### src/rtl/cva6_ras_ckpt_pkg.sv
// -----------------------------------------------------------------------------
// cva6_ras_ckpt_pkg
// Shared types and constants for the checkpointed return-address stack.
//   - cva6_cfg_t / CVA6Cfg : minimal slice of the cva6 configuration. The
//     default stack depth is taken from its RASDepth field.
//   - ras_entry_t          : one return-address entry, sized for the widest
//     supported VLEN (64 bits).
//   - ras_ckpt_t           : a speculative snapshot {tos, count, top}. Its field
//     widths cover the largest legal stack (DEPTH = 16).
// -----------------------------------------------------------------------------
package cva6_ras_ckpt_pkg;

  typedef struct packed {
    int unsigned RASDepth;
    int unsigned VLEN;
  } cva6_cfg_t;

  localparam cva6_cfg_t CVA6Cfg = '{RASDepth: 32'd2, VLEN: 32'd64};

  localparam int unsigned RasDefaultDepth = CVA6Cfg.RASDepth;
  localparam int unsigned RasMaxVlen      = 64;
  // A 16-entry stack needs a 4-bit index and a 5-bit count (0..16).
  localparam int unsigned RasTosW         = 4;
  localparam int unsigned RasCntW         = 5;

  typedef logic [RasMaxVlen-1:0] ras_entry_t;

  typedef struct packed {
    logic [RasTosW-1:0] tos;
    logic [RasCntW-1:0] count;
    ras_entry_t         top;
  } ras_ckpt_t;

endpackage

### src/rtl/cva6_ras_ckpt_lzc.sv
// -----------------------------------------------------------------------------
// lzc
// Leading/trailing zero counter in the common-cells style.
//   in_i    : input vector
//   cnt_o   : MODE 0 -> index of the lowest set bit (trailing zeros)
//             MODE 1 -> number of leading zeros above the highest set bit
//   empty_o : no bit of in_i is set (cnt_o is 0 in that case)
// -----------------------------------------------------------------------------
module lzc #(
  parameter int unsigned WIDTH = 4,
  parameter bit          MODE  = 1'b0
) (
  input  logic [WIDTH-1:0]         in_i,
  output logic [$clog2(WIDTH)-1:0] cnt_o,
  output logic                     empty_o
);

  localparam int unsigned CntW = $clog2(WIDTH);

  // Scanning away from the end of interest lets the last hit win, which
  // gives priority to the bit nearest that end without a break statement.
  always_comb begin
    cnt_o = '0;
    if (MODE == 1'b0) begin
      for (int i = WIDTH - 1; i >= 0; i--) begin
        if (in_i[i]) cnt_o = CntW'(i);
      end
    end else begin
      for (int i = 0; i < WIDTH; i++) begin
        if (in_i[i]) cnt_o = CntW'(WIDTH - 1 - i);
      end
    end
  end

  assign empty_o = ~(|in_i);

endmodule

### src/rtl/cva6_ras_ckpt.sv
// -----------------------------------------------------------------------------
// cva6_ras_ckpt
// Circular return-address stack with speculative checkpoints for mispredict
// recovery.
//   clk_i, rst_i             : clock, synchronous active-high reset
//   flush_i                  : empty the stack and free every checkpoint
//   push_i, data_i, pop_i    : call push / return pop
//   data_o, valid_o          : predicted return address at top of stack
//   ckpt_take_i              : snapshot the stack into the lowest free slot
//   ckpt_ready_o, ckpt_id_o  : a slot is free / index of that slot
//   restore_i, restore_id_i  : roll the stack back to a busy checkpoint
//   release_i, release_id_i  : branch resolved, free the checkpoint
//   overflow_o               : one-cycle pulse after a push dropped the oldest
//                              entry
// Supports VLEN up to 64 and DEPTH up to 16 (the checkpoint field widths).
// -----------------------------------------------------------------------------
module cva6_ras_ckpt
  import cva6_ras_ckpt_pkg::*;
#(
  parameter int unsigned DEPTH   = RasDefaultDepth,
  parameter int unsigned VLEN    = 64,
  parameter int unsigned NR_CKPT = 4
) (
  input  logic                       clk_i,
  input  logic                       rst_i,
  input  logic                       flush_i,
  input  logic                       push_i,
  input  logic [VLEN-1:0]            data_i,
  input  logic                       pop_i,
  output logic [VLEN-1:0]            data_o,
  output logic                       valid_o,
  input  logic                       ckpt_take_i,
  output logic                       ckpt_ready_o,
  output logic [$clog2(NR_CKPT)-1:0] ckpt_id_o,
  input  logic                       restore_i,
  input  logic [$clog2(NR_CKPT)-1:0] restore_id_i,
  input  logic                       release_i,
  input  logic [$clog2(NR_CKPT)-1:0] release_id_i,
  output logic                       overflow_o
);

  localparam int unsigned IW   = $clog2(DEPTH);
  localparam int unsigned CntW = $clog2(DEPTH + 1);
  localparam int unsigned CW   = $clog2(NR_CKPT);

  logic [VLEN-1:0]    r_entry [DEPTH];
  logic [IW-1:0]      r_tos;
  logic [CntW-1:0]    r_count;
  logic [NR_CKPT-1:0] r_free;
  ras_ckpt_t          r_ckpt [NR_CKPT];
  logic               r_overflow;

  logic [IW-1:0]      w_tos_inc;
  logic [IW-1:0]      w_tos_dec;
  logic [CW-1:0]      w_id;
  logic               w_none_free;
  logic               w_take;
  logic               w_restore;
  logic               w_release;
  ras_ckpt_t          w_snap;
  ras_ckpt_t          w_saved;
  logic [NR_CKPT-1:0] w_free_next;

  // Lowest free checkpoint slot.
  lzc #(
    .WIDTH (NR_CKPT),
    .MODE  (1'b0)
  ) i_free_lzc (
    .in_i    (r_free),
    .cnt_o   (w_id),
    .empty_o (w_none_free)
  );

  assign ckpt_ready_o = ~w_none_free;
  assign ckpt_id_o    = w_id;
  assign valid_o      = (r_count != '0);
  // Entries are stale after a flush, so the output is gated by occupancy.
  assign data_o       = valid_o ? r_entry[r_tos] : '0;
  assign overflow_o   = r_overflow;

  always_comb begin
    // DEPTH need not be a power of two, so wrap the index explicitly.
    w_tos_inc = (r_tos == IW'(DEPTH - 1)) ? '0 : r_tos + IW'(1);
    w_tos_dec = (r_tos == '0) ? IW'(DEPTH - 1) : r_tos - IW'(1);

    w_take    = ckpt_take_i & ckpt_ready_o & ~restore_i & ~flush_i;
    // Ids beyond NR_CKPT are possible when NR_CKPT is not a power of two.
    w_restore = restore_i && (int'(restore_id_i) < NR_CKPT) && !r_free[restore_id_i];
    w_release = release_i && (int'(release_id_i) < NR_CKPT);

    w_snap    = '{tos:   RasTosW'(r_tos),
                  count: RasCntW'(r_count),
                  top:   RasMaxVlen'(r_entry[r_tos])};
    w_saved   = r_ckpt[restore_id_i];

    // Release before take: a slot freed this cycle can't be the one taken,
    // since take only ever picks a slot that was already free.
    w_free_next = r_free;
    if (w_release) w_free_next[release_id_i] = 1'b1;
    if (w_restore) w_free_next[restore_id_i] = 1'b1;
    if (w_take)    w_free_next[w_id]         = 1'b0;
  end

  always_ff @(posedge clk_i) begin
    if (rst_i) begin
      r_tos      <= '0;
      r_count    <= '0;
      r_free     <= '1;
      r_overflow <= 1'b0;
      for (int i = 0; i < DEPTH; i++)   r_entry[i] <= '0;
      for (int i = 0; i < NR_CKPT; i++) r_ckpt[i]  <= '0;
    end else if (flush_i) begin
      r_tos      <= '0;
      r_count    <= '0;
      r_free     <= '1;
      r_overflow <= 1'b0;
    end else begin
      r_overflow <= 1'b0;
      r_free     <= w_free_next;
      if (w_take) r_ckpt[w_id] <= w_snap;

      // A restore replaces any push/pop issued in the same cycle.
      if (w_restore) begin
        r_tos                    <= IW'(w_saved.tos);
        r_count                  <= CntW'(w_saved.count);
        r_entry[IW'(w_saved.tos)] <= VLEN'(w_saved.top);
      end else if (push_i && pop_i) begin
        r_entry[r_tos] <= data_i;
        if (r_count == '0) r_count <= CntW'(1);
      end else if (push_i) begin
        r_tos            <= w_tos_inc;
        r_entry[w_tos_inc] <= data_i;
        if (r_count == CntW'(DEPTH)) r_overflow <= 1'b1;
        else                         r_count    <= r_count + CntW'(1);
      end else if (pop_i && (r_count != '0)) begin
        r_tos   <= w_tos_dec;
        r_count <= r_count - CntW'(1);
      end
    end
  end

endmodule

### config.mk
export PLATFORM = sky130hd
export DESIGN_NAME = cva6_ras_ckpt
export DESIGN_NICKNAME = d
export VERILOG_FILES = /design/src/rtl/cva6_ras_ckpt_pkg.sv /design/src/rtl/cva6_ras_ckpt_lzc.sv /design/src/rtl/cva6_ras_ckpt.sv
export SDC_FILE = /design/constraint.sdc
export NUM_CORES = 1
export LEC_CHECK = 0
export BUFFER_PORTS_ARGS = -buffer_cell sky130_fd_sc_hd__buf_2
export CORE_ASPECT_RATIO = 1.25
export CORE_UTILIZATION = 55
export DETAILED_ROUTE_END_ITERATION = 16
export MAX_ROUTING_LAYER = met4
export PLACE_DENSITY = 0.71
export SLEW_MARGIN = 20
export SYNTH_ARGS = -nofsm -noshare
export SYNTH_HDL_FRONTEND = slang
export SYNTH_SLANG_ARGS = --single-unit
### constraint.sdc
create_clock -name clk_i -period 5.45 [get_ports clk_i]
set_input_delay 0.2725 -clock clk_i [delete_from_list [all_inputs] [get_ports clk_i]]
set_output_delay 0.2725 -clock clk_i [all_outputs]
set_load 0.01 [all_outputs]
==> results of run 1 <==
worst paths after layout:
check | to | depth (start not counted) | slack (ns)
worst min register to register | overflow_o | 1 | 0.62
worst max-delay path | r_entry[1][62] | 5 | 2.28
worst min-delay path | r_free[1] | 3 | 0.09
worst max register to register | r_entry[1][62] | 5 | 2.28
kinds of logic after synthesis:
| family | count (synthesis) |
|---|---|
| flops | 405 |
| buf+inv | 88 |
| compound gates | 16 |
| xor+xnor | 2 |
| mux | 200 |
| simple gates | 511 |
per-layer routing:
| layer | GRT usage, % | vias up | routed length, um |
|---|---|---|---|
| met3 | 3.75 | 62 | 2560 |
| met4 | 7.72 | 0 | 996 |
| met2 | 42.2 | 387 | 19500 |
| met1 | 31.2 | 5179 | 15600 |
| li1 | - | 4636 | - |
| met5 | - | - | 0 |
cell usage in the layout, fill, tap and decap left out, drive strengths merged:
cell	n
mux4	67
and3	2
nand2	14
xnor2	1
xor2	1
a31oi	1
buf	154
a2bb2oi	1
nand2b	9
nor2	472
nor3b	1
edfxtp	396
a21oi	3
or2	2
nor2b	3
nor4b	2
nor3	2
nand3	4
a21o	2
dfxtp	9
mux2i	131
o21ai	5
o22ai	1
a211oi	2
clkbuf	49
diode	4
inv	7
clkinv	16
mux2	2
o31ai	1
dlygate4sd3	1
cells in the mapped netlist, drive strengths merged:
| cell | count |
|---|---|
| mux4 | 67 |
| dfxtp | 9 |
| nor4b | 2 |
| xor2 | 1 |
| or2 | 2 |
| nor3b | 1 |
| and3 | 2 |
| a21oi | 3 |
| inv | 6 |
| nor3 | 2 |
| mux2i | 131 |
| nand3 | 4 |
| a2bb2oi | 1 |
| mux2 | 2 |
| nor2b | 3 |
| a211oi | 2 |
| xnor2 | 1 |
| a31oi | 1 |
| nand2b | 9 |
| clkbuf | 44 |
| nor2 | 472 |
| edfxtp | 396 |
| a21o | 2 |
| buf | 38 |
| nand2 | 14 |
| o21ai | 5 |
| o31ai | 1 |
| o22ai | 1 |
flip-flops by register name, indices dropped and copies added, names as in the netlist, named ones only:
name / flops
r_count: 2
r_ckpt: 268
r_free: 4
r_tos: 1
overflow_o: 1
r_entry: 128
critical path: cells and delay by family (launching register included):
kind,cells,cell delay (ns)
AND/OR/NAND/NOR,2,0.95
multiplexers,1,0.19
flip-flops,1,0.53
AO/OA/AOI/OAI,2,0.97
cell type report:
type,count,area (um2),area share (%)
Tap cell,407,509,2.59
Inverter,6,22.5,0.115
Antenna cell,4,10.0,0.0509
Timing Repair Buffer,155,831,4.23
Clock buffer,49,1060,5.37
Multi-Input combinational cell,729,5070,25.8
Sequential cell,405,12100,61.4
Clock inverter,17,81.3,0.414
metrics by stage:
stage               util (%)  setup WS [ns]  area, um2  hold WS, ns
finish                  63.2           2.28      19700       0.0906
global route            63.2           2.13      19700       0.0878
global placement        59.4           1.83      18500        0.506
CTS                     63.1           2.26      19600       0.0655
detailed placement      59.4           1.78      18500        0.517
floorplan                  -           2.19      17400        0.346
timing repair:
action	in CTS	in global routing
setup endpoints to repair	0	0
hold endpoints to repair	1	0
hold buffers	1	0
power groups by stage:
stage / sequential, mW / clock, mW / combinational, mW
after floorplan: 3.65 / 0 / 0.321
after global placement: 3.66 / 0 / 0.467
after detailed placement: 3.66 / 0 / 0.475
after CTS: 3.60 / 2.50 / 0.476
after global routing: 3.61 / 2.60 / 0.509
final: 3.60 / 2.46 / 0.474
==> results.txt, run 1 <==
Drt wl/cell - 21.8 um
Sequential power share - 55.0%
Post-Synth Simple-Gate Area - 11.4%
Max VDD drop - 244 uV
GRT Overall Usage - 25.0%
Detailed placement HPWL - 20800 um
Leakage - 7.11 nW
Vias in the first global route - 10400
# clock sinks - 405
Synth top area share - 68.2%
Required time of the critical path - 5.47 ns
Mux share of post-synthesis cell area - 16.3%
DRC - 0
Synth Area in Compound Gates - 0.667%
Final Instance Count excl. Fillers - 1772
Crit Path Class - reg2reg
Final wirelength - 38700 um
PwrDens - 332 nW/um2
Initial core utilization - 56.1%
Critical-path top delay cell - nand2b_4
Yosys warns - 0
Layout area overhead - 12.7%
Power Internal - 5.09 mW
DRT antenna net count - 0
H-Tree Depth - 2
Hold Path Class - in2reg
First-pass GRT wire length - 58700 um
IO Count - 145
Layout Nets - 1411
Sequential-to-total area share from yosys stat - 69.2%
Via/cell ratio - 5.79
Seq cells post-synth - 405
Grt ovf - 0
Ranking of synthesized cells by area - edfxtp_1 (68%), nor2_1 (10%), mux4_2 (8.7%), mux2i_1 (7.5%), dfxtp_1 (1.0%)
Post-synthesis xor/xnor area fraction - 0.100%
Initial drt markers - 840
Largest family of logic cells by synthesized area - multiplexers
TritonCTS clock tree - built
Num CTS Buffers - 38
Rel. slew slack - 28.4%
Synth Area in Adders - 0%
RSZ-0062 raised after global routing - no
Die area - 32400 um2
Worst-Margin Slew - 1.07 ns
Post-CTS Setup Inserts - 0
Max incr delay on CP - 0.77 ns
Final Max Tran Viols - 0
Reg clk slew, reported paths - 0.07 ns
Final clock skew - 0.0130 ns
Synthesized cell area - 17400 um2
TritonRoute pass-1 iters - 7
Comb power frac - 7.3%
Maxcap violations - 0
CP arrival - 3.19 ns
Hold Violations, Final - 0
Clock Tree Root - clkbuf_16
Setup TNS - 0 ns
DIE WIDTH - 161 um
Clock share of power - 37.7%
Status - completed
CP Max Fanout - 65
Syn avg cell area - 14.3 um2
Max Clock Freq - 315 MHz
Post-CTS Resized - 0
Net count after synthesis - 1298
Die H - 201 um
Final cycle utilization of the critical path - 58.2%
Tot Pwr - 6.53 mW
IO buf count - 144
Vias - 10300
CTS max path bufs - 3
CP Launch Point - r_free[0]
Largest net degree at the start of global routing - 68
Sw power - 1.44 mW
Worst setup SP type - flop
Synth area leader - edfxtp_1
Mapped Cells - 1222
CP endpoint kind - flop
HP Start - flush_i
Final setup violation count - 0
Initial antenna violation count - 4
Reg2Reg Launch Point - r_free[0]
Worst-skew pair later-pin latency - 0.52 ns
RD Place Congestion - 0.800
Fin crit period - 3.17 ns
Switching share of power - 22.0%
Share of cells above drive strength 1 - 21.4%
Num rows - 72
CP Cell Sequence - mux2i_1, a2bb2oi_4, nand2b_1, a21o_4, nand2b_4
CORE AREA - 31100 um2
FILL cells - 2391
Distinct cell type count after synthesis - 35
Placed cells - 1700
No activity file was read; power rests on OpenSTA's default activity.
==> inputs of run 2 (changes only) <==
Clock period 5.45 ns to 3.2 ns, I/O delays scaled along.
==> run 2 against run 1 <==
Against the previous run: utilization increased by 2.7 points; register-to-register slack got worse by 1.7 ns; sequential cell count unchanged; non-clock buffer count increased by 64; power increased by 77%; clock power increased by 86%; maximum frequency increased by 23%; die area unchanged; critical path type unchanged; critical endpoint is now r_entry[1][51].
==> results.txt, run 2 (same netlist as run 1, synthesis figures left out) <==
Post-CTS Setup Inserts - 0
Reg clk slew, reported paths - 0.06 ns
Final clock skew - 0.00886 ns
IO Count - 145
Register area - 12100 um2
Worst Reg2Reg Path Length in Cells - 6
Largest net degree at the start of global routing - 68
Tot Pwr - 11.6 mW
Dpl cell area - 18800 um2
Max reg flops - 268
CP endpoint kind - flop
Initial drt markers - 924
Final setup margin - 0.626 ns
Vias in the first global route - 10800
Fin crit period - 2.57 ns
Reg2reg end - r_entry[1][51]
# clock sinks - 405
Area of the multi-input gates - 5070 um2
TritonRoute pass-1 iters - 5
Hold Path Class - in2reg
Clock Tree Root - clkbuf_16
Maxcap violations - 0
Num rows - 72
Setup TNS - 0 ns
First-pass GRT wire length - 61300 um
HP Start - data_i[14]
CTS max path bufs - 3
RD Place Congestion - 0.827
Final Max Tran Viols - 0
Max Clock Freq - 389 MHz
Layout Nets - 1477
Leakage - 7.50 nW
Post-CTS Resized - 0
GRT Overall Usage - 26.2%
Reg2Reg Launch Point - r_free[0]
Status - completed
Hold-critical path depth - 3
Commonest non-fill, non-tap cell in the layout - nor2_1
Final Instance Area - 20500 um2
Most flop-heavy register - r_ckpt
Via/cell ratio - 5.72
Layout area overhead - 17.5%
Initial core utilization - 56.1%
Detailed placement HPWL - 23000 um
Worst setup SP type - flop
WHS Endpoint - r_entry[0][14]
Most frequent cells in the layout - nor2_1 (471), edfxtp_1 (396), buf_2 (142)
Worst-Margin Slew - 0.989 ns
CORE AREA - 31100 um2
Grt ovf - 0
Final cycle utilization of the critical path - 80.4%
Share of cells above drive strength 1 - 22.5%
IO buf count - 144
Top Registers - r_ckpt x268, r_entry x128, r_free x4
CP arrival - 2.81 ns
Final setup violation count - 0
Initial antenna violation count - 6
FILL cells - 2230
PwrDens - 565 nW/um2
DRC - 0
Die area - 32400 um2
R2R Setup Slk - 0.63 ns
Max VDD drop - 443 uV
Required time of the critical path - 3.44 ns
TritonCTS clock tree - built
RSZ-0062 raised after global routing - no
H-Tree Depth - 2
Crit Path Class - reg2reg
CP Max Fanout - 22
Num CTS Buffers - 40
Final wirelength - 40300 um
DRT antenna net count - 0
Worst-skew pair later-pin latency - 0.53 ns
Drt wl/cell - 21.8 um
Post-place setup slack - 0.583 ns
Die H - 201 um
Rel. slew slack - 34.1%
DIE WIDTH - 161 um
Vias - 10500
Hold Violations, Final - 0
[run 2: per-layer routing]
| metal | share of wire, % | wire (um) | track usage, % |
|---|---|---|---|
| met5 | 0 | 0 | - |
| met4 | 2.8 | 1110 | 8.86 |
| met3 | 7.0 | 2820 | 4.10 |
| met2 | 51 | 20500 | 44.0 |
| met1 | 39 | 15800 | 32.3 |
[run 2: what timing repair did]
| action | 4_1_cts | 5_1_grt |
|---|---|---|
| setup endpoints to repair | 0 | 0 |
| hold endpoints to repair | 71 | 0 |
| hold buffers | 45 | 0 |
[run 2: area by class of cell]
class                      instances  area share, %
inverter                           6          0.110
clock inverter                    25           1.11
multi-input combinational        729           24.8
tap                              407           2.49
antenna                            6         0.0733
timing repair buffer             219           7.45
clock buffer                      46           5.10
sequential                       405           58.9
[run 2: how the worst max path moves through the flow]
stage                     end  slack, ns             from
2_1_floorplan   r_entry[1][0]       0.02        r_free[1]
3_3_place_gp   r_entry[0][10]       0.60  restore_id_i[0]
3_5_place_dp    r_entry[0][8]       0.58  restore_id_i[0]
4_1_cts        r_entry[1][51]       0.64        r_free[0]
5_1_grt        r_entry[1][52]       0.53        r_free[0]
6_report       r_entry[1][51]       0.63        r_free[0]
[run 2: where the power goes]
group | internal, mW | leakage, nW | switching [mW]
Clock | 2.66 | 0.627 | 1.91
Sequential | 6.05 | 4.19 | 0.0681
Combinational | 0.344 | 2.68 | 0.539
Total | 9.06 | 7.50 | 2.51
[run 2: per-stage QoR]
| step | utilization [%] | std cells | hold WS [ns] |
|---|---|---|---|
| 2_1_floorplan | - | 1222 | 0.233 |
| 3_3_place_gp | 60.3 | 1721 | 0.392 |
| 3_5_place_dp | 60.3 | 1721 | 0.393 |
| 4_1_cts | 65.9 | 1837 | 0.00167 |
| 5_1_grt | 65.9 | 1843 | 0.000187 |
| 6_report | 65.9 | 1843 | 0.0107 |
[run 2: worst max-delay path: stages (launching register included)]
cell and delay (ns):
dfxtp_1 0.51, mux2i_1 0.18, a2bb2oi_4 0.28, and3_4 0.60
buf_4 0.37, mux2i_1 0.27, nor2_1 0.06
